[config.mk]
export PLATFORM = sky130hd
export DESIGN_NAME = target_arm_ctrl
export DESIGN_NICKNAME = d
export VERILOG_FILES = /design/src/rtl/target_pkg.sv /design/src/rtl/target_arm_ctrl_mic_filter.sv /design/src/rtl/target_arm_ctrl.sv
export SDC_FILE = /design/constraint.sdc
export NUM_CORES = 1
export LEC_CHECK = 0
export BUFFER_PORTS_ARGS = -buffer_cell sky130_fd_sc_hd__buf_4
export CORE_UTILIZATION = 30
export CTS_CLUSTER_DIAMETER = 80
export DETAILED_ROUTE_END_ITERATION = 6
export GPL_TIMING_DRIVEN = 1
export PLACE_DENSITY = 0.49
export SETUP_SLACK_MARGIN = 0.1
export SLEW_MARGIN = 20
export SYNTH_ARGS = -nofsm -noshare
export SYNTH_HDL_FRONTEND = slang
export SYNTH_SLANG_ARGS = --single-unit
[constraint.sdc]
create_clock -name clk -period 2 [get_ports clk]
set_clock_uncertainty 0.1 [all_clocks]
set_input_delay 0.3 -clock clk [delete_from_list [all_inputs] [get_ports clk]]
set_output_delay 0.3 -clock clk [all_outputs]
set_load 0.01 [all_outputs]
[src/rtl/target_pkg.sv]
// Shared types and default sizing for the target arming sequencer.
package target_pkg;
    typedef enum logic [2:0] {IDLE, CLEAR, ARMED, RUN, DONE} arm_state_t;

    localparam int N_CH_DEF     = 4;
    localparam int SYNC_DEF     = 2;
    localparam int FILT_LEN_DEF = 3;
    localparam int TIMEOUT_DEF  = 65535;
endpackage

[src/rtl/target_arm_ctrl_mic_filter.sv]
// Per-microphone synchroniser and run-length glitch filter.
module mic_filter
    import target_pkg::*;
#(
    parameter int SYNC_STAGES = SYNC_DEF,
    parameter int FILT_LEN    = FILT_LEN_DEF
) (
    input  logic clk,
    input  logic clr,
    input  logic mic_n,
    output logic hit
);
    localparam int CW = $clog2(FILT_LEN + 1);
    localparam logic [CW-1:0] RUN_MAX = CW'(FILT_LEN);

    logic [SYNC_STAGES-1:0] sync_q, sync_d;
    logic [CW-1:0]          run_q, run_d;

    always_comb begin
        sync_d = {sync_q[SYNC_STAGES-2:0], ~mic_n};
        run_d  = run_q;
        if (!sync_q[SYNC_STAGES-1]) begin
            run_d = '0;
        end else if (run_q != RUN_MAX) begin
            run_d = run_q + 1'b1;
        end
    end

    always_ff @(posedge clk or posedge clr) begin
        if (clr) begin
            sync_q <= '0;
            run_q  <= '0;
        end else begin
            sync_q <= sync_d;
            run_q  <= run_d;
        end
    end

    assign hit = (run_q == RUN_MAX);
endmodule

[src/rtl/target_arm_ctrl.sv]
// Arming/trigger sequencer: filters mic inputs, drives counter start/stop/clear
// and closes a shot on all-fired, timeout or abort.
module target_arm_ctrl
    import target_pkg::*;
#(
    parameter int N_CH        = N_CH_DEF,
    parameter int SYNC_STAGES = SYNC_DEF,
    parameter int FILT_LEN    = FILT_LEN_DEF,
    parameter int TIMEOUT_CYC = TIMEOUT_DEF
) (
    input  logic            clk,
    input  logic            clr,
    input  logic            arm,
    input  logic            abort,
    input  logic [N_CH-1:0] mic_n,
    output logic [N_CH-1:0] start,
    output logic            stop,
    output logic            ctr_clear,
    output logic            busy,
    output logic            done,
    output logic [N_CH-1:0] fired,
    output logic            timed_out
);
    localparam int TW = (TIMEOUT_CYC > 1) ? $clog2(TIMEOUT_CYC) : 1;
    localparam logic [TW-1:0] TMO_LAST = TW'(TIMEOUT_CYC - 1);

    logic [N_CH-1:0] hit;

    for (genvar i = 0; i < N_CH; i++) begin : g_ch
        mic_filter #(
            .SYNC_STAGES(SYNC_STAGES),
            .FILT_LEN   (FILT_LEN)
        ) u_filt (
            .clk  (clk),
            .clr  (clr),
            .mic_n(mic_n[i]),
            .hit  (hit[i])
        );
    end

    arm_state_t      state_q, state_d;
    logic [N_CH-1:0] fired_q, fired_d;
    logic [TW-1:0]   tmo_q, tmo_d;
    logic            timed_out_q, timed_out_d;
    logic [N_CH-1:0] start_q, start_d;
    logic            stop_q, stop_d;
    logic            ctr_clear_q, ctr_clear_d;
    logic            busy_q, busy_d;
    logic            done_q, done_d;

    always_comb begin
        state_d     = state_q;
        fired_d     = fired_q;
        tmo_d       = tmo_q;
        timed_out_d = timed_out_q;
        case (state_q)
            IDLE, DONE: begin
                if (arm) begin
                    state_d     = CLEAR;
                    fired_d     = '0;
                    tmo_d       = '0;
                    timed_out_d = 1'b0;
                end
            end
            CLEAR: begin
                fired_d     = '0;
                tmo_d       = '0;
                timed_out_d = 1'b0;
                if (abort) begin
                    state_d     = DONE;
                    timed_out_d = 1'b1;
                end else begin
                    state_d = ARMED;
                end
            end
            ARMED: begin
                if (abort) begin
                    state_d     = DONE;
                    timed_out_d = 1'b1;
                end else if (|hit) begin
                    fired_d = fired_q | hit;
                    state_d = RUN;
                end
            end
            RUN: begin
                if (abort) begin
                    state_d     = DONE;
                    timed_out_d = 1'b1;
                end else begin
                    fired_d = fired_q | hit;
                    // All-fired is tested first so a last arrival on the timeout cycle still counts.
                    if (&fired_d) begin
                        state_d     = DONE;
                        timed_out_d = 1'b0;
                    end else if (tmo_q == TMO_LAST) begin
                        state_d     = DONE;
                        timed_out_d = 1'b1;
                    end else begin
                        tmo_d = tmo_q + 1'b1;
                    end
                end
            end
            default: state_d = IDLE;
        endcase

        // Outputs follow the next state so they are registered yet aligned with it.
        start_d     = (state_d == RUN) ? fired_d : '0;
        stop_d      = (state_d == DONE);
        ctr_clear_d = (state_d == CLEAR);
        busy_d      = (state_d == CLEAR) || (state_d == ARMED) || (state_d == RUN);
        done_d      = (state_d == DONE);
    end

    always_ff @(posedge clk or posedge clr) begin
        if (clr) begin
            state_q     <= IDLE;
            fired_q     <= '0;
            tmo_q       <= '0;
            timed_out_q <= 1'b0;
            start_q     <= '0;
            stop_q      <= 1'b0;
            ctr_clear_q <= 1'b0;
            busy_q      <= 1'b0;
            done_q      <= 1'b0;
        end else begin
            state_q     <= state_d;
            fired_q     <= fired_d;
            tmo_q       <= tmo_d;
            timed_out_q <= timed_out_d;
            start_q     <= start_d;
            stop_q      <= stop_d;
            ctr_clear_q <= ctr_clear_d;
            busy_q      <= busy_d;
            done_q      <= done_d;
        end
    end

    assign start     = start_q;
    assign stop      = stop_q;
    assign ctr_clear = ctr_clear_q;
    assign busy      = busy_q;
    assign done      = done_q;
    assign fired     = fired_q;
    assign timed_out = timed_out_q;
endmodule

Word-level counts from Yosys, hierarchy flattened
Index checks and enable logic that the tools add are counted.

Flip-flop bits (word level): 47. Bits of input ports: 8. Output and inout port bits: 13. Word-level logic and storage cells: 97.

$add $sub $neg: 5. Equality and inequality tests: 27. Mux-type cells: 34. Bitwise gates (word level): 5. Reduce and logical (&&, ||, !) cells: 10.

Operators with widths (count): two-way mux 16 bit (4); case mux 16 bit (3 select lines) (1); inequality test 2 bit, second input constant (13); two-way mux 3 bit (7); two-way mux 4 bit (5); adder 16 x 1 -> 16 bit, second input constant (1); == test 16 bit, second input constant (1); two-way mux 2 bit (8); case mux 4 bit (4 select lines) (1); == test 3 x 2 -> 1 bit, second input constant (4); case mux 3 bit (4 select lines) (1); adder 2 x 1 -> 2 bit, second input constant (4); == test 2 bit, second input constant (4); AND reduction 4 bit (2); == test 3 x 1 -> 1 bit, second input constant (2); == test 3 bit, second input constant (2); two-way mux 1 bit (6); AND reduction 5 bit (1); inequality test 4 bit, second input constant (1); NOT 1 bit (4); OR 4 bit (1); case mux 1 bit (4 select lines) (1); nonzero test 4 bit (1); OR reduction 4 bit (1); 4 further kinds (5).

Logic depth before layout (Yosys ltp)
Gate-level depths: netlist of the first run.

Depth in word-level cells: 9. Mapped depth: 8. Depth with buffers taken out: 6.

Modules after synthesis
From an unflattened synthesis of the first run, not the netlist that was laid out.

Cell total of the unflattened synthesis: 207. Area total of the unflattened synthesis: 2314.7 µm².

By module, submodules not included: target_arm_ctrl (instances 1, cells each 163, area each 1709.1 µm², seq. area each 775.7 µm²); mic_filter (instances 4, cells each 11, area each 151.4 µm², seq. area each 100.1 µm²).

Least setup slack after synthesis of the first run
OpenSTA, ideal clock, no wires.

Path type: register to register. From: reg g_ch[1].u_filt.run_q[0]. To: reg tmo_q[8]. Setup time: 0.078 ns. Arrival: 1.883 ns. Required time: 1.822 ns. Path slack: -0.061 ns. Stages on the path, launching flop included: 7. Path buffers: 1. Clock period less this slack: 2.061 ns. Cells stage by stage: dfrtp_1 ha_1 o22ai_1 o211ai_1 buf_2 or4_2 a21oi_1.

Longest elaborated chain between the ends: 5.

RTL lines: start, declared (RTL line target_arm_ctrl_mic_filter.sv:17) `logic [CW-1:0] run_q, run_d;`; start signal, assigned (RTL line target_arm_ctrl_mic_filter.sv:35) `run_q <= run_d;`; == test 2 bit (RTL line target_arm_ctrl_mic_filter.sv:39) `assign hit = (run_q == RUN_MAX);`; OR 4 bit (RTL line target_arm_ctrl.sv:90) `fired_d = fired_q | hit;`; AND reduction 4 bit (RTL line target_arm_ctrl.sv:92) `if (&fired_d) begin`; inequality test 2 bit (no source line); AND reduction 5 bit (no source line); end signal, assigned (RTL line target_arm_ctrl.sv:128) `tmo_q <= tmo_d;`; end, declared (RTL line target_arm_ctrl.sv:43) `logic [TW-1:0] tmo_q, tmo_d;`.

Every way passes these cells. A chain may end at the register's enable or synchronous reset.

Final worst setup path of the first run
From: reg tmo_q[13]. To: reg done_q (netlist: done).

Longest elaborated chain between the ends: 6.

RTL lines: == test 16 bit (RTL line target_arm_ctrl.sv:95) `end else if (tmo_q == TMO_LAST) begin`; two-way mux 3 bit (RTL line target_arm_ctrl.sv:95); two-way mux 3 bit (RTL line target_arm_ctrl.sv:92); two-way mux 3 bit (RTL line target_arm_ctrl.sv:86) `if (abort) begin`; case mux 3 bit (4 select lines) (RTL line target_arm_ctrl.sv:56) `case (state_q)`; == test 3 bit (RTL line target_arm_ctrl.sv:111) `done_d = (state_d == DONE);`; via done_d (RTL line target_arm_ctrl.sv:49) `logic done_q, done_d;`; end signal, assigned (RTL line target_arm_ctrl.sv:134) `done_q <= done_d;`; end, declared (RTL line target_arm_ctrl.sv:49).

The timed path passes the listed nets, and every way through them passes these cells.

==> flow_summary.yaml, run 1 <==
status:
  status: "completed"
min_path:
  hold_end: "g_ch[0].u_filt.sync_q[0]"
  hold_start: "mic_n[0]"
  hold_class: "input port to flop"
  holdPathStages: 2
synthesis:
  synth_cell_types: 45
  synthesis.area_sq_mm: 0.002225
  yosysWarnings: 0
  syn-num-nets: 213
  ys_ff_latch: 47
  synth_cells: 199
  syn_area_per_cell_sq_um: 11.18
  ys_seq_area_share_pct: 52.87
pwr:
  p_total_w: 0.002679
  p_per_area_mw_per_mm2: 862.2
  vdd_drop_max_mv: 0.4268
  leakage_nw: 1.311
clock_network:
  clockBufferDepth: 2
  clk-insertion-delay-late_ns: 0.31
  path_clk_slew_ns: 0.09
  numCtsBuffers: 5
  cts_tree: "yes"
  h-tree-depth: 2
  clock-root-buffer: "clkbuf_8"
  clock_sinks: 47
global_routing:
  antenna_found_initial: 0
  grtUsageTotal_pct: 13.91
  grt_pass1_wl_um: 8176
  grt_max_degree: 31
  grt_pass1_vias: 1676
  grt_overflow_total: 0
critical_path:
  crit_type: "flop to flop"
  worst_setup_path_start_kind: "flop"
  ff2ff_path_depth: 5
  worstReg2RegEnd: "done"
  required_ns: 2.15
  cp_max_fo: 5
  r2r_start: "tmo_q[13]"
  rrSetupSlack_ns: 0.07
  cp-end-kind: "flop"
  cp_data_arrival_time_ns: 2.08
sta:
  tightest_slew_ns: 0.5760
  rsz0062_at_grt: "yes"
  max_freq_mhz: 519.3
  min_period_ns: 1.926
  maxSlewHeadroom_pct: 61.10
  period_share_pct: 96.29
  drv_slew: 0
  finalSetupViolCount: 0
  hold_violations: 0
  hold_ws_ns: 0.02437
  finalWorstSetupSlack_ns: 0.07427
placement:
  dpl_cell_area_sq_mm: 0.002734
  dp_hpwl_um: 3382
  gp_congestion: 0.7384
  dp_slack_ns: 0.07216
  portBuffers: 20
floorplan:
  row_count: 31
  die_h_um: 88.11
  dieArea_sq_mm: 0.007763
  start_util_pct: 30.84
  die_w_um: 88.11
  core_area_sq_mm: 0.007214
  io_pins: 21
routing:
  routed_wl_um: 4971
  via_per_inst: 4.935
  route.detailed.drc: 0
  drt-initial-drc-count: 64
  vias: 1742
  routedWlPerCell_um: 14.08
  antenna_left: 0
  drt_pass1_iterations: 4
final_layout:
  fill_cells: 714
  post-route-cell-area_sq_mm: 0.003107
  nNetsFinal: 267
  area_delta_synth_final_pct: 39.65
  antenna_cells: 0
  layout-drive-gt1-share_pct: 42.13
flow_run:
  drv_cap: 0
[critical path, cell delays in order, from the launching register on]
cell and delay, ns:
dfrtp_1 0.40, nand4_1 0.24, or4_4 0.61, a21boi_4 0.20, buf_6 0.16, a31o_4 0.16
[cells by family (layout without fill, tap and decap cells)]
| group | count (synthesis) | in the layout | share of synthesized area, % |
|---|---|---|---|
| AND/OR/NAND/NOR | 64 | 64 | 19.80 |
| AO/OA/AOI/OAI | 52 | 52 | 15.52 |
| flip-flops | 47 | 47 | 52.87 |
| buffers and inverters | 20 | 75 | 4.105 |
| adder cells (fa/ha/maj) | 6 | 6 | 3.374 |
| multiplexers | 6 | 6 | 2.756 |
| XOR/XNOR | 4 | 4 | 1.575 |
[synthesized netlist by cell type, drive strengths merged]
cell     n  area share [%]
nor2     3            0.51
or4     14             4.9
a21boi   1            0.51
o21ai    5             1.1
a21oi   16             3.6
a22oi    1            0.34
and4     2            0.84
o31ai   12             4.0
or3      1            0.28
buf      4             1.4
a22o     3             1.2
nor3b    5             1.9
xnor2    4             1.6
or3b     1            0.39
nor4b    1            0.39
o21a     2            0.67
and3     4             1.1
o22ai    4             1.1
nor3     1            0.22
mux2     1            0.51
a311oi   1            0.39
o41ai    1            0.39
ha       6             3.4
nand4    5             2.1
inv     11             1.9
nand3    5             1.1
nand2b   2            0.56
nor2b    4             1.1
a31o     2            0.79
o211ai   4             1.3
dfrtp   47              53
nand2    8             1.3
nor4     2             1.2
and2     4             1.1
clkbuf   5            0.84
or2      2            0.56
mux2i    5             2.2
[state kept, by name, summed over array words and instances, names as in the netlist]
register / cells
timed_out: 1
busy: 1
fired: 4
done: 1
start: 4
state_q: 3
ctr_clear: 1
g_ch.u_filt.sync_q: 8
g_ch.u_filt.run_q: 8
tmo_q: 16
[where the power goes]
part,internal (W),switching (W),leakage (nW)
registers,0.00105,0.0000737,0.619
logic,0.000359,0.000357,0.628
clock network,0.000499,0.000340,0.0644
total,0.00191,0.000772,1.31
[repair_timing]
item,CTS,global route
buffers inserted,3,5
cloned,1,1
endpoints found under the hold margin,17,0
setup endpoints to repair,9,23
resized for setup,1,38
hold buffers,1,0
pin swaps,7,10
[through the flow]
step / instances / utilization, % / setup TNS, ns
final: 353 / 43.06 / 0
after global placement: 334 / 37.89 / 0
after floorplan: 199 / - / 0
after CTS: 347 / 40.44 / 0
after detailed placement: 334 / 37.89 / 0
after global routing: 353 / 43.06 / -0.001691
[worst max-delay path by stage]
stage	start	end	slack (ns)	depth (start not counted)
2_1_floorplan	tmo_q[0]	busy	0.15	6
3_3_place_gp	g_ch[0].u_filt.run_q[0]	tmo_q[12]	0.10	6
3_5_place_dp	tmo_q[0]	state_q[0]	0.07	7
4_1_cts	tmo_q[0]	state_q[0]	0.09	7
5_1_grt	tmo_q[13]	done	-0.002	5
6_report	tmo_q[13]	done	0.07	5
[layer usage]
metal  GRT usage [%]  vias up  routed length [um]
li1                -      859                   -
met1           19.24      857                2474
met2           21.35       23                2353
met3           3.299        3                 118
met4           4.839        0                  23
met5               0        -                   0
[cells in the final DEF (no fill, tap or decap), types with 5 or more instances in the layout]
master	netlist	final
nand2_1	8	8
or4_4	1	6
a21oi_2	0	7
clkbuf_8	0	5
inv_1	11	9
a21oi_1	16	9
nand3_1	5	5
dfrtp_1	47	46
buf_4	2	47
or4_1	12	8
o31ai_1	12	11
mux2i_1	5	5
[cell type report]
class	count	area, sq um	area share [%]
multi-input combinational	132	1155	37.17
inverter	11	41.29	1.329
tap	99	123.9	3.987
sequential	47	1177	37.90
clock buffer	5	68.82	2.215
clock inverter	3	67.56	2.175
timing repair buffer	56	473.0	15.22
Note: power is estimated with default switching activity, not from simulation.
==> run 2: changes to the inputs <==
Settings changed: RECOVER_POWER set to 25.
==> run 2 against run 1 <==
Utilization unchanged. Non-clock buffer count unchanged. Design area stayed put. Combinational power about the same. Worst setup slack barely moved. Routed wire length barely moved. Sequential power about the same. First-iteration DRC count unchanged. Critical path depth unchanged. Sequential cell count unchanged. Worst hold slack better by 0.023 ns. Die area stayed put. Critical path type unchanged. Critical endpoint unchanged.
==> flow_summary.yaml, run 2 (synthesized netlist as in run 1, its figures left out) <==
status:
  status: "completed"
routing:
  drt_pass1_iterations: 4
  routed_wl_um: 4967
  vias: 1741
  route.detailed.drc: 0
  routedWlPerCell_um: 14.07
  drt-initial-drc-count: 64
  via_per_inst: 4.932
  antenna_left: 0
critical_path:
  cp_data_arrival_time_ns: 2.08
  worst_setup_path_start_kind: "flop"
  crit_chain: "nand4_1 -> or4_4 -> a21boi_4 -> buf_6 -> a31o_4"
  cpPeakStageDelay_ns: 0.61
  cp-end-kind: "flop"
  critPathSlowestCell: "or4_4"
  required_ns: 2.15
  crit_type: "flop to flop"
  cp_max_fo: 5
clock_network:
  clk-insertion-delay-late_ns: 0.31
  clock_sinks: 47
  cts_tree: "yes"
  path_clk_slew_ns: 0.09
  numCtsBuffers: 5
  h-tree-depth: 2
  clock-root-buffer: "clkbuf_8"
  clockBufferDepth: 2
global_routing:
  use_met1_pct: 19.24
  grt_overflow_total: 0
  grtUsageTotal_pct: 13.91
  antenna_found_initial: 0
  top_usage_layer: "met2"
  grt_pass1_wl_um: 8176
  met2_usage_pct: 21.35
  grt_pass1_vias: 1676
  grt_max_degree: 31
  use_met3_pct: 3.299
placement:
  dp_slack_ns: 0.07216
  gp_congestion: 0.7384
  portBuffers: 20
  dpl_cell_area_sq_mm: 0.002734
  dp_hpwl_um: 3382
sta:
  rsz0062_at_grt: "yes"
  finalSetupViolCount: 0
  final.setup.tns_ns: 0
  min_period_ns: 1.926
  maxSlewHeadroom_pct: 51.48
  period_share_pct: 96.29
  hold_violations: 0
  max_freq_mhz: 519.3
  hold_ws_ns: 0.04700
  finalWorstSetupSlack_ns: 0.07426
  drv_slew: 0
  tightest_slew_ns: 0.7270
min_path:
  hold_class: "input port to flop"
flow_run:
  drv_cap: 0
final_layout:
  reg.largest.list: "tmo_q (16), g_ch.u_filt.run_q (8), g_ch.u_filt.sync_q (8)"
  final_cell_mix: "dfrtp_1, buf_4, o31ai_1"
  post-route-cell-area_sq_mm: 0.003107
  regMostFlops: "tmo_q"
  final_core_util_pct: 43.06
  area_delta_synth_final_pct: 39.65
  antenna_cells: 0
  nNetsFinal: 267
  layout-drive-gt1-share_pct: 41.73
  final_common_cell: "dfrtp_1"
  largest_register_ffs: 16
pwr:
  leakage_nw: 1.311
  p_per_area_mw_per_mm2: 862.1
  vdd_drop_max_mv: 0.4268
floorplan:
  row_count: 31
  io_pins: 21
  start_util_pct: 30.84
  core_area_sq_mm: 0.007214
  die_w_um: 88.11
  dieArea_sq_mm: 0.007763
  die_h_um: 88.11
-- run 2: cell count changes in the layout (fill, tap and decap cells not counted) --
cell | previous run | this run
buf_4 | 47 | 42
clkbuf_4 | 0 | 5
inv_1 | 9 | 10
inv_2 | 2 | 1
-- run 2: power breakdown --
group	total, W	internal, W	switching [W]
registers	0.00112	0.00105	0.0000737
logic	0.000716	0.000358	0.000358
clock network	0.000839	0.000499	0.000340
total	0.00268	0.00191	0.000772
-- run 2: final timing paths --
| check | slack (ns) | start | cells after the start | end |
|---|---|---|---|---|
| max | 0.07 | tmo_q[13] | 5 | done |
| min | 0.05 | mic_n[0] | 2 | g_ch[0].u_filt.sync_q[0] |
| max reg2reg | 0.07 | tmo_q[13] | 5 | done |
| min reg2reg | 0.26 | g_ch[3].u_filt.sync_q[0] | 0 | g_ch[3].u_filt.sync_q[1] |
| max in group asynchronous | 0.61 | clr | 4 | tmo_q[1] |
| min in group asynchronous | 0.57 | clr | 3 | tmo_q[5] |
-- run 2: through the flow --
stage,power (W),std cells
2_1_floorplan,0.001520,199
3_3_place_gp,0.001759,334
3_5_place_dp,0.001767,334
4_1_cts,0.002620,347
5_1_grt,0.002838,353
6_report,0.002678,353
-- run 2: timing repair --
item / 4_1_cts / 5_1_grt
resized for setup: 1 / 38
cloned: 1 / 1
setup buffers: 3 / 5
hold buffers: 1 / 0
setup endpoints to repair: 9 / 23
pin swaps: 7 / 10
hold endpoints to repair: 17 / 0
-- run 2: critical path, delay by kind of cell (launching register included) --
family	cells	cell delay, ns
AND/OR/NAND/NOR	2	0.85
flip-flops	1	0.40
AO/OA/AOI/OAI	2	0.36
buffers and inverters	1	0.16
-- run 2: final cells by class --
cell class	count	area, sq um
fillers	714	4108
flip-flops and latches	47	1177
multi-input cells	132	1155
repair buffers	56	473.0
well taps	99	123.9
clock buffers	5	68.82
clock inverters	3	67.56
inverters	11	41.29
-- run 2: routing by layer --
metal / up-vias / wire [um]
met5: - / 0
met4: 0 / 23
met3: 3 / 120
met2: 23 / 2350
met1: 856 / 2472
li1: 859 / -
==> run 3: changes to the inputs <==
Settings changed: ABC_AREA set to 0, GPL_TIMING_DRIVEN 1 to 0, SYNTH_HIERARCHICAL set to 1.
==> run 3 against run 2 <==
Worst hold slack worse by 0.0070 ns. Register-to-register slack got worse by 0.04 ns. Highest routed layer unchanged. Die area increased by 4.0%. Non-clock buffer count down 6. Routed wire length grew 5.3%. Critical path type unchanged.
==> flow_summary.yaml, run 3 <==
status:
  status: "completed"
critical_path:
  crit_type: "flop to flop"
  worst_setup_path_start_kind: "flop"
  cp_data_arrival_time_ns: 2.04
  cp-end-kind: "flop"
  cp_max_fo: 7
  ff2ff_path_depth: 7
  required_ns: 2.08
floorplan:
  die_h_um: 89.84
  die_w_um: 89.84
  row_count: 31
  dieArea_sq_mm: 0.008071
  core_area_sq_mm: 0.007370
  start_util_pct: 31.41
  io_pins: 21
synthesis:
  synth_top_area_share_pct: 50.81
  synth_top_area_cell: "dfrtp_1"
  synth_top_family_by_area: "simple AND/OR/NAND/NOR gates"
  synthMuxAreaShare_pct: 3.027
  synth-edff-count: 0
  synth-xor-area-share_pct: 1.514
  synth.most_common_cell: "dfrtp_1"
  syn-num-nets: 221
  ys_seq_area_share_pct: 50.81
  yosys.area_share.adder_pct: 3.243
  synth_ff_type: "dfrtp_1"
  synth_cells: 207
  ys_ff_latch: 47
  synth_cell_types: 51
  yosys.area_share.simple_pct: 19.78
  yosys-top-cells-area: "dfrtp_1, ha_1, o31ai_1"
  synthesis.area_sq_mm: 0.002315
  yosysWarnings: 6
  syn_area_per_cell_sq_um: 11.18
  synth_common_cells: "dfrtp_1, inv_1, nand2_1"
  synth_compound_area_share_pct: 17.08
  async_reset_ff_share_pct: 100.0
clock_network:
  cts_tree: "yes"
  numCtsBuffers: 5
  clock-root-buffer: "clkbuf_8"
  clock_sinks: 47
  clk-insertion-delay-late_ns: 0.31
  h-tree-depth: 2
  clockBufferDepth: 2
  path_clk_slew_ns: 0.09
pwr:
  leakage_nw: 1.278
  combinationalPowerShare_pct: 28.0
  p_total_w: 0.002404
  seqPwrFrac_pct: 47.0
  p_int_w: 0.001608
  vdd_drop_max_mv: 0.3534
  swShare_pct: 33.09
  p_switching_w: 0.0007954
  pwr-share-clk_pct: 25.0
  p_per_area_mw_per_mm2: 779.3
sta:
  hold_ws_ns: 0.03996
  drv_slew: 0
  min_period_ns: 1.963
  hold_violations: 0
  tightest_slew_ns: 0.6807
  rsz0062_at_grt: "yes"
  period_share_pct: 98.17
  finalSetupViolCount: 0
  finalWorstSetupSlack_ns: 0.03665
  maxSlewHeadroom_pct: 54.56
  max_freq_mhz: 509.3
global_routing:
  antenna_found_initial: 0
  grt_overflow_total: 0
  grt_pass1_vias: 1806
  grt_max_degree: 32
  grt_pass1_wl_um: 8652
  grtUsageTotal_pct: 13.33
routing:
  route.detailed.drc: 0
  antenna_left: 0
  routedWlPerCell_um: 14.69
  drt-initial-drc-count: 91
  vias: 1793
  via_per_inst: 5.037
  routed_wl_um: 5229
  drt_pass1_iterations: 5
final_layout:
  largest_register_ffs: 16
  multi_input_area_sq_mm: 0.001249
  reg.largest.list: "tmo_q (16), g_ch.u_filt/run_q (8), g_ch.u_filt/sync_q (8)"
  nNetsFinal: 270
  final_core_util_pct: 41.85
  fill_cells: 763
  regArea_sq_mm: 0.001176
  regMostFlops: "tmo_q"
  area_delta_synth_final_pct: 33.24
  antenna_cells: 0
  final_common_cell: "dfrtp_1"
  layout-drive-gt1-share_pct: 38.13
  final_cell_mix: "dfrtp_1, buf_4, inv_1"
flow_run:
  drv_cap: 0
placement:
  dp_hpwl_um: 3330
  gp_congestion: 0.7445
  portBuffers: 20
  dp_slack_ns: -0.1908
min_path:
  holdPathStages: 2
  hold_class: "input port to flop"
==> run 3: cell types whose count changed in the layout (fill, tap and decap cells not counted), moves of 3 or more <==
cell and delta:
nor4_4 +3, buf_12 -3, o31ai_1 -4, and3_1 -3
nor3_2 +3, nand3_1 +3, buf_4 -7, or4_4 -4
a21oi_2 -5
==> run 3: per-stage QoR <==
stage               TNS, ns  instance area (sq um)  std cells
floorplan                 0                   2345        207
global route        -0.1421                   3084        356
CTS                       0                   2860        350
detailed placement   -1.367                   2619        326
finish                    0                   3084        356
global placement     -1.192                   2619        326
==> run 3: cell type report <==
cell class                      instances  area share, %
Buffer                                  8          2.150
Inverter                               15          1.826
Clock inverter                          3         0.7302
Sequential cell                        47          38.13
Timing Repair Buffer                   42          10.43
Multi-Input combinational cell        137          40.49
Clock buffer                            5          2.231
Tap cell                               99          4.016
==> run 3: repair_timing <==
item,CTS,global route
hold buffers,1,0
hold endpoints to repair,16,0
setup endpoints to repair,26,25
resized for setup,6,45
buffers inserted,15,5
pin swaps,11,18
cloned,0,1
==> run 3: layer usage <==
metal  global-route usage [%]  wire length (um)  vias to the layer above
li1                         -                 -                      877
met1                    17.58              2454                      891
met2                    21.73              2570                       20
met3                    3.046               154                        5
met4                    4.098                49                        0
met5                        0                 0                        -
==> run 3: cell families after synthesis <==
kind of cell	Yosys count
xor gates and xnor gates	4
buffers and inverters	23
and+or+nand+nor	72
muxes	7
adders and majority gates	6
DFF	47
AOI/OAI and AO/OA	48
==> run 3: final timing paths <==
| kind | start | endpoint | slack (ns) |
|---|---|---|---|
| setup / recovery | tmo_q[1] | busy | 0.04 |
| setup reg to reg | tmo_q[1] | busy | 0.04 |
| max in group asynchronous | clr | tmo_q[3] | 0.75 |
| hold / removal | mic_n[1] | g_ch[1].u_filt/sync_q[0] | 0.04 |
| min in group asynchronous | clr | g_ch[0].u_filt/run_q[0] | 0.38 |
| hold reg to reg | g_ch[0].u_filt/sync_q[0] | g_ch[0].u_filt/sync_q[1] | 0.26 |
==> run 3: worst max-delay path, stage by stage (launching register included) <==
cell     delay [ns]
dfrtp_1        0.45
ha_4           0.16
nand4_1        0.14
buf_4          0.18
nor4_4         0.34
buf_4          0.19
o21a_4         0.18
a22oi_1        0.11
==> run 3: power groups by stage <==
| stage | clock network [W] | logic [W] | registers [W] |
|---|---|---|---|
| finish | 0.000601 | 0.000673 | 0.00113 |
| floorplan | 0 | 0.000394 | 0.00115 |
| global placement | 0 | 0.000584 | 0.00114 |
| detailed placement | 0 | 0.000591 | 0.00114 |
| CTS | 0.000623 | 0.000631 | 0.00112 |
| global route | 0.000648 | 0.000763 | 0.00115 |
